==> src/rtl/ppi_bus_master.sv <==
// Host-side initiator for the 8255 PPI: turns single-beat requests into timed cs/strobe bus cycles.
// An optional control-word write is issued after every reset, before any host traffic.
module ppi_bus_master #(
   parameter int          SETUP_CYC  = 1,
   parameter int          STROBE_CYC = 2,
   parameter int          HOLD_CYC   = 1,
   parameter int          INIT_EN    = 1,
   parameter logic [7:0]  INIT_CW    = 8'h80
) (
   input  logic       clk,
   input  logic       reset,
   input  logic       req_valid,
   output logic       req_ready,
   input  logic       req_write,
   input  logic [1:0] req_addr,
   input  logic [7:0] req_wdata,
   output logic       rsp_valid,
   output logic       rsp_err,
   output logic [7:0] rsp_rdata,
   output logic       ppi_cs_n,
   output logic       ppi_read,
   output logic       ppi_write,
   output logic [1:0] ppi_a,
   output logic [7:0] ppi_d_out,
   output logic       ppi_d_oe,
   input  logic [7:0] ppi_d_in
);

   localparam logic [2:0] S_INIT   = 3'd0;
   localparam logic [2:0] S_IDLE   = 3'd1;
   localparam logic [2:0] S_SETUP  = 3'd2;
   localparam logic [2:0] S_STROBE = 3'd3;
   localparam logic [2:0] S_HOLD   = 3'd4;
   localparam logic [2:0] S_ERR    = 3'd5;

   localparam logic [3:0] SETUP_LD  = 4'(SETUP_CYC - 1);
   localparam logic [3:0] STROBE_LD = 4'(STROBE_CYC - 1);
   localparam logic [3:0] HOLD_LD   = 4'(HOLD_CYC - 1);

   logic [2:0] state;
   logic [3:0] cnt;
   logic       op_write;
   logic       op_int;     // init op: runs on the bus but never answers the host
   logic [7:0] cap;

   always_ff @(posedge clk) begin
      if (reset) begin
         state     <= S_INIT;
         cnt       <= 4'd0;
         op_write  <= 1'b0;
         op_int    <= 1'b0;
         cap       <= 8'h00;
         req_ready <= 1'b0;
         rsp_valid <= 1'b0;
         rsp_err   <= 1'b0;
         rsp_rdata <= 8'h00;
         ppi_cs_n  <= 1'b1;
         ppi_read  <= 1'b0;
         ppi_write <= 1'b0;
         ppi_a     <= 2'b00;
         ppi_d_out <= 8'h00;
         ppi_d_oe  <= 1'b0;
      end else begin
         rsp_valid <= 1'b0;
         rsp_err   <= 1'b0;
         case (state)
            S_INIT: begin
               if (INIT_EN != 0) begin
                  op_write  <= 1'b1;
                  op_int    <= 1'b1;
                  state     <= S_SETUP;
                  cnt       <= SETUP_LD;
                  ppi_cs_n  <= 1'b0;
                  ppi_a     <= 2'b11;
                  ppi_d_out <= INIT_CW;
                  ppi_d_oe  <= 1'b1;
               end else begin
                  state     <= S_IDLE;
                  req_ready <= 1'b1;
               end
            end
            S_IDLE: begin
               if (req_valid && req_ready) begin
                  req_ready <= 1'b0;
                  op_write  <= req_write;
                  op_int    <= 1'b0;
                  if (!req_write && req_addr == 2'b11) begin
                     // control register is write-only: answer with an error, no bus cycle
                     state     <= S_ERR;
                     rsp_valid <= 1'b1;
                     rsp_err   <= 1'b1;
                     rsp_rdata <= 8'h00;
                  end else begin
                     state    <= S_SETUP;
                     cnt      <= SETUP_LD;
                     ppi_cs_n <= 1'b0;
                     ppi_a    <= req_addr;
                     ppi_d_oe <= req_write;
                     if (req_write) ppi_d_out <= req_wdata;
                  end
               end
            end
            S_SETUP: begin
               if (cnt == 4'd0) begin
                  state     <= S_STROBE;
                  cnt       <= STROBE_LD;
                  ppi_write <= op_write;
                  ppi_read  <= !op_write;
               end else begin
                  cnt <= cnt - 4'd1;
               end
            end
            S_STROBE: begin
               if (cnt == 4'd0) begin
                  state     <= S_HOLD;
                  cnt       <= HOLD_LD;
                  ppi_write <= 1'b0;
                  ppi_read  <= 1'b0;
                  if (!op_write) cap <= ppi_d_in;
               end else begin
                  cnt <= cnt - 4'd1;
               end
            end
            S_HOLD: begin
               if (cnt == 4'd0) begin
                  state     <= S_IDLE;
                  ppi_cs_n  <= 1'b1;
                  ppi_d_oe  <= 1'b0;
                  req_ready <= 1'b1;
                  if (!op_int) begin
                     rsp_valid <= 1'b1;
                     if (!op_write) rsp_rdata <= cap;
                  end
               end else begin
                  cnt <= cnt - 4'd1;
               end
            end
            S_ERR: begin
               state     <= S_IDLE;
               req_ready <= 1'b1;
            end
            default: begin
               state     <= S_INIT;
               req_ready <= 1'b0;
            end
         endcase
      end
   end

endmodule

==> config.mk <==
export PLATFORM = sky130hd
export DESIGN_NAME = ppi_bus_master
export DESIGN_NICKNAME = d
export VERILOG_FILES = /design/src/rtl/ppi_bus_master.sv
export SDC_FILE = /design/constraint.sdc
export NUM_CORES = 1
export LEC_CHECK = 0
export BUFFER_PORTS_ARGS = -buffer_cell sky130_fd_sc_hd__buf_2
export CORE_ASPECT_RATIO = 1.1
export CORE_MARGIN = 2
export CORE_UTILIZATION = 34
export CTS_CLUSTER_DIAMETER = 30
export DETAILED_ROUTE_END_ITERATION = 8
export PLACE_DENSITY_LB_ADDON = 0.2
export SYNTH_ARGS = -nofsm -noshare
export SYNTH_HDL_FRONTEND = slang
export SYNTH_SLANG_ARGS = --single-unit
==> constraint.sdc <==
create_clock -name clk -period 3.3 [get_ports clk]
set_clock_uncertainty 0.2 [all_clocks]
set_input_delay 0.825 -clock clk [delete_from_list [all_inputs] [get_ports clk]]
set_output_delay 0.825 -clock clk [all_outputs]
set_load 0.01 [all_outputs]
==> impl_metrics.csv <==
group,metric,value,unit
grt,gr-total-overflow,0,
worst_setup_path,path_max_fanout,11,
worst_setup_path,worstPathCellList,"inv_1, ha_1, or3b_1, or4_4, a21oi_4, mux2i_1",
layout,n_antenna_cell,0,
layout,layout.cells.non_filler,341,
cts,cts_tree,"built",
run,maxCapViolations,0,
worst_setup_path,worstSetupStartpointType,"flop",
place,dp.final_hpwl,3330,um
cts,clk_pin_slew,0.08,ns
worst_setup_path,critPathBufInv,1,
cts,htreeDepth,2,
worst_setup_path,cp_top_family,"simple AND/OR/NAND/NOR gates",
drt,drc_errors,0,
die,die_h,82.5,um
die,rows,28,
logic_synthesis,yosysWarnings,0,
drt,vias,1701,
timing,slew_viol_final,0,
die,initial_utilization,0.353,
pwr,total_power,1.62,mW
logic_synthesis,ys.flop_type,"dfxtp_1",
logic_synthesis,synth_async_sr_flop_share,0,
worst_setup_path,crit_required,3.32,ns
pwr,power_density,713,nW/um^2
grt,grt_usage,0.162,
drt,top_layer_used,"met4",
logic_synthesis,syn_nets,246,
die,die_w,75.3,um
layout,finish.instance_area,2280,sq um
worst_hold_path,hold_class,"flop to flop",
place,gp_congestion,0.771,
cts,cts-hold-fix-buffers,0,
drt,routedWlPerCell,13.7,um
pwr,ir_drop,0.271,mV
place,dpl_cell_area,2190,sq um
timing,setup_tns,0,ns
place,dp_cells,333,
worst_setup_path,crit_path_end_kind,"flop",
cts,post_cts_buffers,0,
layout,drive_gt1_frac,0.241,
outcome,status,"completed",
worst_setup_path,path_class,"flop to flop",
logic_synthesis,synth_edf_count,0,
drt,wl_met3,271,um
die,design.die.area,6210,sq um
timing,period_minus_slack,2.51,ns
timing,setup_viol,0,
logic_synthesis,yosysSeqAreaShare,0.442,
timing,hold_viol_final,0,
cts,clkLatencyLatePin,0.30,ns
layout,syn_to_final_growth,19.6,%
drt,routed-wl-met2,2070,um
grt,grt_max_degree,25,
pwr,p_leak,0.959,nW
cts,ctsResizeCount,0,
grt,antenna_found_initial,0,
worst_setup_path,slowest_stage,"or4_4",
logic_synthesis,synth_seq_cells,42,
place,portBuffers,46,
logic_synthesis,syn_inst,222,
grt,grt_pass1_vias,1599,
timing,relSlewSlack,0.526,
cts,cts_made_buffers,5,
die,io_pins,47,
timing,fmax,398,MHz
die,core_region_area,5400,sq um
timing,hold_ws,0.255,ns
logic_synthesis,syn-cell-area,1900,sq um
drt,vias_per_cell,4.99,
worst_setup_path,worstPathArrival,2.53,ns
drt,postRouteAntennaNets,0,
cts,clk_path_buf_depth,2,
drt,firstDrtPassIters,4,
logic_synthesis,avgSynthCellArea,8.57,sq um
worst_setup_path,cpPeakStageDelay,0.55,ns
logic_synthesis,ys_types,45,
drt,drt_iter0_markers,97,
timing,tightest_slew,0.709,ns
layout,nets,289,
cts,clock-root-buffer,"clkbuf_8",
timing,rsz0062_at_grt,"no",
cts,clock_sink_count,42,
drt,met1Wirelength,2330,um
grt,grt_pass1_wl,7700,um
drt,wirelength,4690,um
timing,finalCritPeriodShare,0.761,
==> worst paths after layout <==
check,start,endpoint,slack [ns],cells past startpoint
worst max-delay path,cnt[0]$_SDFFE_PP0P_,rsp_rdata[5]$_SDFFE_PP0P_,0.79,6
worst min-delay path,ppi_d_out[1]$_SDFFE_PP0P_,ppi_d_out[1]$_SDFFE_PP0P_,0.25,2
worst max register to register,cnt[0]$_SDFFE_PP0P_,rsp_rdata[5]$_SDFFE_PP0P_,0.79,6
worst min register to register,ppi_d_out[1]$_SDFFE_PP0P_,ppi_d_out[1]$_SDFFE_PP0P_,0.25,2
==> worst reg2reg max path: cells and delay by family, from the launching register on <==
family                     cells  cell delay, ns
buffers and inverters          1            0.09
adders and majority gates      1            0.15
AOI/OAI and AO/OA              1            0.34
and+or+nand+nor                2            1.07
muxes                          1            0.25
DFF                            1            0.35
==> where the power goes <==
part           total, mW  switching [mW]  leakage [nW]  internal (mW)
combinational      0.592           0.356         0.573          0.236
sequential         0.700           0.101         0.342          0.599
clock              0.330           0.182        0.0441          0.149
total               1.62           0.639         0.959          0.984
==> state kept, by name, indices dropped and copies added (netlist names) <==
register   cells
rsp_valid      1
ppi_cs_n       1
cap            8
cnt            4
req_ready      1
ppi_d_out      8
ppi_a          2
op_write       1
rsp_err        1
ppi_write      1
ppi_d_oe       1
ppi_read       1
state          3
rsp_rdata      8
op_int         1
==> cell usage in the layout (no fill, tap or decap), drive strengths merged, types with 4 or more instances in the layout <==
master and n:
a21oi 17, o21ai 13, or4 4, nand2 36, clkbuf 5, nor3 7
nor2 19, buf 49, nand3 9, mux2i 17, inv 6, dfxtp 42
==> through the flow <==
step	worst slack, ns	util
floorplan	1.13	-
detailed placement	0.801	0.405
global placement	0.868	0.405
global route	0.662	0.422
CTS	0.768	0.422
finish	0.789	0.422
==> cells by family (layout without fill, tap and decap cells) <==
| logic type | after synthesis | in the layout | synth area share |
|---|---|---|---|
| simple gates | 95 | 95 | 0.250 |
| mux | 17 | 17 | 0.0894 |
| compound gates | 47 | 47 | 0.160 |
| fa+ha+maj | 2 | 2 | 0.0131 |
| buf+inv | 19 | 63 | 0.0454 |
| flops | 42 | 42 | 0.442 |
==> layout make-up <==
class	instances	area, sq um
fill	595	3120
multi-input combinational	161	976
sequential	42	841
timing repair buffer	49	253
tap	75	93.8
clock buffer	5	68.8
inverter	6	22.5
clock inverter	3	21.3
==> synthesized netlist by cell type, drive strengths merged (2+ instances only) <==
master / number / area, sq um
buf: 4 / 30.0
a2111oi: 3 / 26.3
o21ai: 13 / 65.1
clkbuf: 9 / 33.8
o22ai: 2 / 12.5
nor3b: 3 / 27.5
nand3: 9 / 45.0
mux2i: 17 / 170
ha: 2 / 25.0
nand2: 36 / 135
and3: 2 / 12.5
o221a: 2 / 22.5
a21oi: 17 / 96.4
or4: 4 / 37.5
inv: 6 / 22.5
nor3: 7 / 35.0
dfxtp: 42 / 841
nor2: 19 / 71.3
nand2b: 3 / 18.8
or3b: 2 / 17.5
==> layer usage <==
layer  track usage  vias up
met4        0.0368        0
li1              -      876
met3        0.0522        2
met2         0.245       50
met5             0        -
met1         0.225      773
(Power assumes the default switching activity.)
